### src/rtl/sa1x2_sequencer.sv
// sa1x2_sequencer: operand sequencer and result collector for a 1x2 systolic
// MAC array.  Feeds a0/b0 directly and a1 through a one-cycle delay so row 1
// lines up with the array's internal b forwarding register.  It clears the
// array before each job, counts beats, drains the pipeline and holds the
// captured accumulators on a valid/ready result port.
module sa1x2_sequencer #(
    parameter int DW = 16,
    parameter int AW = 32,
    parameter int KW = 8
) (
    input  logic          clk,
    input  logic          rst,
    input  logic          start,
    input  logic [KW-1:0] len,
    output logic          busy,
    input  logic          in_valid,
    output logic          in_ready,
    input  logic [DW-1:0] in_a0,
    input  logic [DW-1:0] in_a1,
    input  logic [DW-1:0] in_b,
    output logic          arr_clr,
    output logic [DW-1:0] arr_a0,
    output logic [DW-1:0] arr_a1,
    output logic [DW-1:0] arr_b0,
    input  logic [AW-1:0] arr_c0,
    input  logic [AW-1:0] arr_c1,
    output logic          out_valid,
    input  logic          out_ready,
    output logic [AW-1:0] out_c0,
    output logic [AW-1:0] out_c1
);

    typedef enum logic [2:0] {
        S_IDLE  = 3'd0,
        S_CLEAR = 3'd1,
        S_FEED  = 3'd2,
        S_FLUSH = 3'd3,
        S_OUT   = 3'd4
    } state_t;

    // Three drain cycles: one for PE0's last add, one for the b/a1 hop into
    // PE1, one for PE1's last add; the capture happens on the edge ending it.
    localparam logic [1:0] FLUSH_LAST = 2'd2;

    state_t        state_q,   state_d;
    logic [KW-1:0] len_q,     len_d;
    logic [KW-1:0] cnt_q,     cnt_d;
    logic [1:0]    flush_q,   flush_d;
    logic          arr_clr_q, arr_clr_d;
    logic [DW-1:0] arr_a0_q,  arr_a0_d;
    logic [DW-1:0] arr_a1_q,  arr_a1_d;
    logic [DW-1:0] arr_b0_q,  arr_b0_d;
    logic [DW-1:0] a1_dly_q,  a1_dly_d;
    logic [AW-1:0] out_c0_q,  out_c0_d;
    logic [AW-1:0] out_c1_q,  out_c1_d;

    logic          accept;
    logic [KW-1:0] cnt_inc;

    assign busy      = (state_q != S_IDLE);
    assign in_ready  = (state_q == S_FEED);
    assign out_valid = (state_q == S_OUT);
    assign accept    = in_valid && in_ready;
    assign cnt_inc   = cnt_q + KW'(1);

    assign arr_clr = arr_clr_q;
    assign arr_a0  = arr_a0_q;
    assign arr_a1  = arr_a1_q;
    assign arr_b0  = arr_b0_q;
    assign out_c0  = out_c0_q;
    assign out_c1  = out_c1_q;

    // Next-state and datapath: operands default to zero so every cycle that
    // is not an accepted beat presents a bubble that leaves the sums intact.
    always_comb begin
        state_d   = state_q;
        len_d     = len_q;
        cnt_d     = cnt_q;
        flush_d   = flush_q;
        arr_clr_d = 1'b0;
        arr_a0_d  = '0;
        arr_a1_d  = '0;
        arr_b0_d  = '0;
        a1_dly_d  = '0;
        out_c0_d  = out_c0_q;
        out_c1_d  = out_c1_q;

        case (state_q)
            S_IDLE: begin
                if (start && (len != '0)) begin
                    len_d     = len;
                    cnt_d     = '0;
                    flush_d   = '0;
                    arr_clr_d = 1'b1;
                    state_d   = S_CLEAR;
                end
            end

            S_CLEAR: begin
                state_d = S_FEED;
            end

            S_FEED: begin
                arr_a1_d = a1_dly_q;
                if (accept) begin
                    arr_a0_d = in_a0;
                    arr_b0_d = in_b;
                    a1_dly_d = in_a1;
                    cnt_d    = cnt_inc;
                    if (cnt_inc == len_q) begin
                        flush_d = '0;
                        state_d = S_FLUSH;
                    end
                end
            end

            S_FLUSH: begin
                arr_a1_d = a1_dly_q;
                flush_d  = flush_q + 2'd1;
                if (flush_q == FLUSH_LAST) begin
                    out_c0_d = arr_c0;
                    out_c1_d = arr_c1;
                    flush_d  = '0;
                    state_d  = S_OUT;
                end
            end

            S_OUT: begin
                if (out_ready) begin
                    state_d = S_IDLE;
                end
            end

            default: begin
                state_d = S_IDLE;
            end
        endcase
    end

    // State and datapath registers, all returning to zero on reset.
    always_ff @(posedge clk or posedge rst) begin
        if (rst) begin
            state_q   <= S_IDLE;
            len_q     <= '0;
            cnt_q     <= '0;
            flush_q   <= '0;
            arr_clr_q <= 1'b0;
            arr_a0_q  <= '0;
            arr_a1_q  <= '0;
            arr_b0_q  <= '0;
            a1_dly_q  <= '0;
            out_c0_q  <= '0;
            out_c1_q  <= '0;
        end else begin
            state_q   <= state_d;
            len_q     <= len_d;
            cnt_q     <= cnt_d;
            flush_q   <= flush_d;
            arr_clr_q <= arr_clr_d;
            arr_a0_q  <= arr_a0_d;
            arr_a1_q  <= arr_a1_d;
            arr_b0_q  <= arr_b0_d;
            a1_dly_q  <= a1_dly_d;
            out_c0_q  <= out_c0_d;
            out_c1_q  <= out_c1_d;
        end
    end

endmodule

### config.mk
export PLATFORM = sky130hd
export DESIGN_NAME = sa1x2_sequencer
export DESIGN_NICKNAME = d
export VERILOG_FILES = /design/src/rtl/sa1x2_sequencer.sv
export SDC_FILE = /design/constraint.sdc
export NUM_CORES = 1
export LEC_CHECK = 0
export BUFFER_PORTS_ARGS = -buffer_cell sky130_fd_sc_hd__buf_2
export CAP_MARGIN = 30
export CORE_UTILIZATION = 44
export CTS_CLUSTER_DIAMETER = 150
export DETAILED_ROUTE_END_ITERATION = 10
export MAX_ROUTING_LAYER = met4
export PLACE_DENSITY_LB_ADDON = 0.1
export SYNTH_ARGS = -nofsm -noshare
export SYNTH_HDL_FRONTEND = slang
export SYNTH_SLANG_ARGS = --single-unit
### constraint.sdc
create_clock -name clk -period 7 [get_ports clk]
set_input_delay 1.05 -clock clk [delete_from_list [all_inputs] [get_ports clk]]
set_output_delay 1.05 -clock clk [all_outputs]
set_load 0.02 [all_outputs]
==> results of run 1 <==
## per-stage QoR
stage	utilization, %	setup WS [ps]	area (um2)	cells	total power [uW]
after floorplan	-	1914	5659	398	2083
after global placement	55.66	4156	6995	791	2463
after detailed placement	56.03	4179	7042	794	2499
after CTS	60.24	4209	7571	823	3342
after global routing	60.24	4131	7571	823	3498
final	60.24	4214	7571	823	3301
## cell families after synthesis
family                   after synthesis  synth area share, %
multiplexers                          71                14.46
XOR/XNOR                              10                1.791
AND/OR/NAND/NOR                      111                11.63
buffers and inverters                 26                2.299
AO/OA/AOI/OAI                         29                3.272
flip-flops                           150                66.33
adder cells (fa/ha/maj)                1               0.2211
## worst paths after layout
check | to | cells after the start
setup reg to reg | out_c1[7] | 4
hold / removal | arr_a1[8] | 1
setup / recovery | in_ready | 3
hold reg to reg | arr_a1[8] | 1
min in group asynchronous | out_c1[8] | 2
max in group asynchronous | out_c0[22] | 4
## cell usage in the layout, fill, tap and decap left out, types with 2 or more instances in the layout
master     instances
o31ai_1            3
xor2_1             3
nor2b_1            4
nand2_1           11
inv_1              3
o21ai_0           14
a21oi_1            2
nor3_1             3
mux2_2            66
and3_1            53
dfrtp_1          150
clkbuf_1           7
buf_2            240
mux2_4             5
clkinv_2           2
nand3_1            4
and2_1            19
clkbuf_16         17
nor4_1             3
bufinv_16          2
xnor2_1            6
buf_4              4
o22ai_1            2
nor2_1             6
## sequential cells by signal, summed over array words and instances (netlist names)
register,cells
arr_clr,1
flush_q,2
arr_b0,16
out_c1,32
state_q,3
out_c0,32
len_q,8
arr_a0,16
cnt_q,8
arr_a1,16
a1_dly_q,16
## layout make-up
type                       count  area [um2]
clock buffer                  24       451.7
multi-input combinational    222        1783
timing repair buffer         246        1270
fill                        1040        4997
tap                          172       215.2
inverter                       4       20.02
sequential                   150        3754
clock inverter                 5       77.57
## where the power goes
group | leakage [uW] | internal, uW | total, uW | switching [uW]
registers | 0.00194 | 1150 | 1310 | 151
logic | 0.00193 | 494 | 1170 | 672
clock network | 0.000254 | 517 | 830 | 313
total | 0.00412 | 2170 | 3300 | 1140
## metal layers
layer  vias up  global-route usage (%)
met3        17                   6.590
met5         -                       -
met4         0                   9.091
li1       1868                       -
met1      1903                   23.12
met2       175                   32.30
## worst max-delay path: cells and delay by family (launching register included)
family,cells,cell delay [ps]
buffers and inverters,2,650
DFF,1,450
and+or+nand+nor,1,210
==> impl_metrics.tcl, run 1 <==
set metrics [dict create \
    route.met3.wl_mm 1.045 \
    ys_seq_area_share_pct 66.33 \
    drtIter0Drc 184 \
    post_cts_buffers 0 \
    grt_antenna_before_repair 0 \
    cts.htree.levels 4 \
    die_area_mm2 0.01332 \
    setup_tns_ps 0 \
    clk_path_buf_depth 2 \
    antenna_left 0 \
    slowest_delay_ps 450 \
    wl_mm 12.75 \
    crit_chain "nor3b_4 > buf_4 > buf_2" \
    synth_cell_types 39 \
    setup_viol 0 \
    fp.coreArea_mm2 0.01257 \
    die_w_um 115.4 \
    path_clk_slew_ps 50 \
    post-route-period-util_pct 39.80 \
    crit_arrival_ps 1740 \
    synth_edf_count 0 \
    yosysWarningCount 0 \
    synth_top_area_share_pct 66.33 \
    crit_fanout 54 \
    drive_gt1_share_pct 53.30 \
    rows 41 \
    slew_headroom_pct 44.95 \
    syn_area_mm2 0.005659 \
    hold_slack_ps 444.3 \
    clock-sinks 150 \
    max_freq_mhz 358.9 \
    worst_pin_slew_ps 825.8 \
    hp-start "a1_dly_q[8]" \
    diodes 0 \
    p_leak_uw 0.004121 \
    drt-met1-wl_mm 5.177 \
    die_h_um 115.4 \
    hold_violations 0 \
    grt_overflow 0 \
    skew_ps 6.436 \
    rsz0062_at_grt "false" \
    ys_ff_latch 150 \
    hp-class "flip-flop to flip-flop" \
    drv_cap 0 \
    dp_hpwl_mm 9.116 \
    syn_nets 524 \
    cts_root_buf "clkbuf_16" \
    required_ps 5950 \
    wl_per_cell_um 15.49 \
    synthArstFlopShare_pct 100.0 \
    start_util_pct 45.03 \
    r2r_slack_ps 4680 \
    syn_to_final_growth_pct 33.78 \
    worst_skew_pair.late_latency_ps 410 \
    peakVddDrop_mv 0.2539 \
    grt_pass1_vias 3837 \
    crit_type "flip-flop to primary output" \
    slowest_stage "dfrtp_1" \
    routed_via_density 4.815 \
    worst_r2r_startpoint "state_q[2]" \
    globalplace.congestion 0.8373 \
    wl_met2_mm 6.317 \
    postSynthCellCount 398 \
    cts-hold-fix-buffers 0 \
    grt_max_degree 68 \
    io_pins 241 \
    status "finished, final reports clean" \
    post_cts_resized 0 \
    synth.avg_cell_area_um2 14.22 \
    io_buffers 240 \
    drc 0 \
    synth_top_cell_by_area "dfrtp_1" \
    layout.nets 767 \
    powerDensity_mw_per_mm2 435.9 \
    startpoint "state_q[2]" \
    dr.pass1.iters 6 \
    yosys-top-cells-area "dfrtp_1 (66%), mux2_2 (13%), and3_1 (6.0%)" \
    cts_buffers 17 \
    drv_slew 0 \
    grt_pass1_wl_mm 19.34 \
    cts_tree "built" \
    ys.flop_type "dfrtp_1" \
    period_minus_slack_ps 2786 \
    yosysMostFrequentCell "dfrtp_1" \
    start_kind "flip-flop" \
    critPathCaptureType "primary output" \
    synthTopCellsByCount "dfrtp_1 (150), mux2_2 (66), and3_1 (54)" \
    dr.max_layer_used "met4" \
    via_count 3963 \
    grt_usage_pct 20.18 \
]
Power figures use the tool's default switching activity.
==> run 2: changes to the inputs <==
Settings changed: CORE_UTILIZATION 44 to 43.
Clock period 7 ns to 2.54 ns, I/O delays scaled along.
==> run 2 against run 1 <==
  * Non-clock buffer count grew 3
  * Die area increased by 2.3%
  * First-iteration DRC count is 10% higher
  * Clock-buffer cell count is 1 lower
  * Critical path type is now flip-flop to flip-flop
  * Highest routed layer unchanged
==> impl_metrics.tcl, run 2 (synthesized netlist as in run 1, its figures left out) <==
set metrics [dict create \
    final_cell_mix "buf_2 (240), dfrtp_1 (150), mux2_2 (66)" \
    setup_viol 0 \
    final_cells 829 \
    die_area_mm2 0.01362 \
    cts_buffers 17 \
    drive_gt1_share_pct 54.12 \
    worst_pin_slew_ps 663.1 \
    start_kind "flip-flop" \
    fp.coreArea_mm2 0.01272 \
    use_met1_pct 21.71 \
    max_freq_mhz 477.8 \
    wl_mm 12.39 \
    grt_pass1_vias 3802 \
    post_cts_buffers 0 \
    grt_max_degree 73 \
    period_minus_slack_ps 2093 \
    antenna_left 0 \
    grt_antenna_before_repair 0 \
    grt_usage_pct 18.72 \
    drc 0 \
    die_w_um 116.7 \
    powerDensity_mw_per_mm2 1204 \
    post-route-period-util_pct 82.40 \
    hp-class "primary input to asynchronous set/reset pin" \
    rows 41 \
    globalplace.congestion 0.8694 \
    grt_overflow 0 \
    via_count 3971 \
    cts_tree "built" \
    critPathCaptureType "flip-flop" \
    crit_arrival_ps 2360 \
    cts-hold-fix-buffers 0 \
    setup_tns_ps 0 \
    cts.htree.levels 4 \
    die_h_um 116.7 \
    worst_r2r_startpoint "cnt_q[0]" \
    crit_fanout 8 \
    syn_to_final_growth_pct 35.13 \
    dp_hpwl_mm 8.997 \
    clock-sinks 150 \
    final_common_cell "buf_2" \
    drv_slew 0 \
    layout.nets 770 \
    startpoint "cnt_q[0]" \
    io_pins 241 \
    hold_violations 0 \
    clk_path_buf_depth 2 \
    required_ps 2810 \
    skew_ps 4.045 \
    post_cts_resized 0 \
    fin_util_pct 60.11 \
    io_buffers 240 \
    path_clk_slew_ps 60 \
    grt_pass1_wl_mm 18.33 \
    wl_per_cell_um 14.94 \
    power_uw 9211 \
    grt_most_used_layer "met2" \
    placed_cells 797 \
    drtIter0Drc 203 \
    slew_headroom_pct 55.70 \
    crit_type "flip-flop to flip-flop" \
    start_util_pct 44.48 \
    drv_cap 0 \
    met3_usage_pct 5.449 \
    dr.pass1.iters 4 \
    cts_root_buf "clkbuf_16" \
    rsz0062_at_grt "false" \
    routed_via_density 4.790 \
    use_met2_pct 29.74 \
    status "finished, final reports clean" \
    worst_skew_pair.late_latency_ps 410 \
    peakVddDrop_mv 0.5396 \
    p_leak_uw 0.004158 \
]
## run 2: area by class of cell
class                      count  area (um2)
clock inverter                 8       100.1
inverter                       4       18.77
sequential                   150        3754
clock buffer                  23       467.9
tap                          172       215.2
fill                        1069        5075
multi-input combinational    222        1783
timing repair buffer         249        1306
antenna                        1       2.502
## run 2: through the flow
step	setup WS, ps	hold slack (ps)	area, um2
5_1_grt	330.0	87.51	7645
4_1_cts	450.3	57.66	7645
3_3_place_gp	583.8	431.0	7077
6_report	447.1	65.85	7647
2_1_floorplan	270.0	427.7	5663
3_5_place_dp	493.5	433.0	7077
## run 2: path summary, 6_finish.rpt
check	to	slack (ps)	cells past startpoint
min reg2reg	arr_a1[12]	440	1
max in group asynchronous	out_c0[16]	1710	3
min in group clk	len_q[4]	200	3
min	arr_a1[9]	70	2
max	flush_q[1]	450	6
max reg2reg	flush_q[1]	450	6
## run 2: power breakdown
group | internal [uW] | switching [uW]
logic | 1380 | 1840
clock network | 1490 | 908
registers | 3180 | 405
## run 2: metal layers
metal	share of wire, %	vias to the layer above
met1	42	1893
met5	0	-
met2	48	182
met4	1.9	0
li1	-	1876
met3	7.8	20
## run 2: worst max-delay path: stages (launching register included)
cell,delay [ps]
dfrtp_1,460
ha_1,360
xor2_1,230
xnor2_1,140
o2111ai_1,150
nor4_1,440
o21ai_0,170
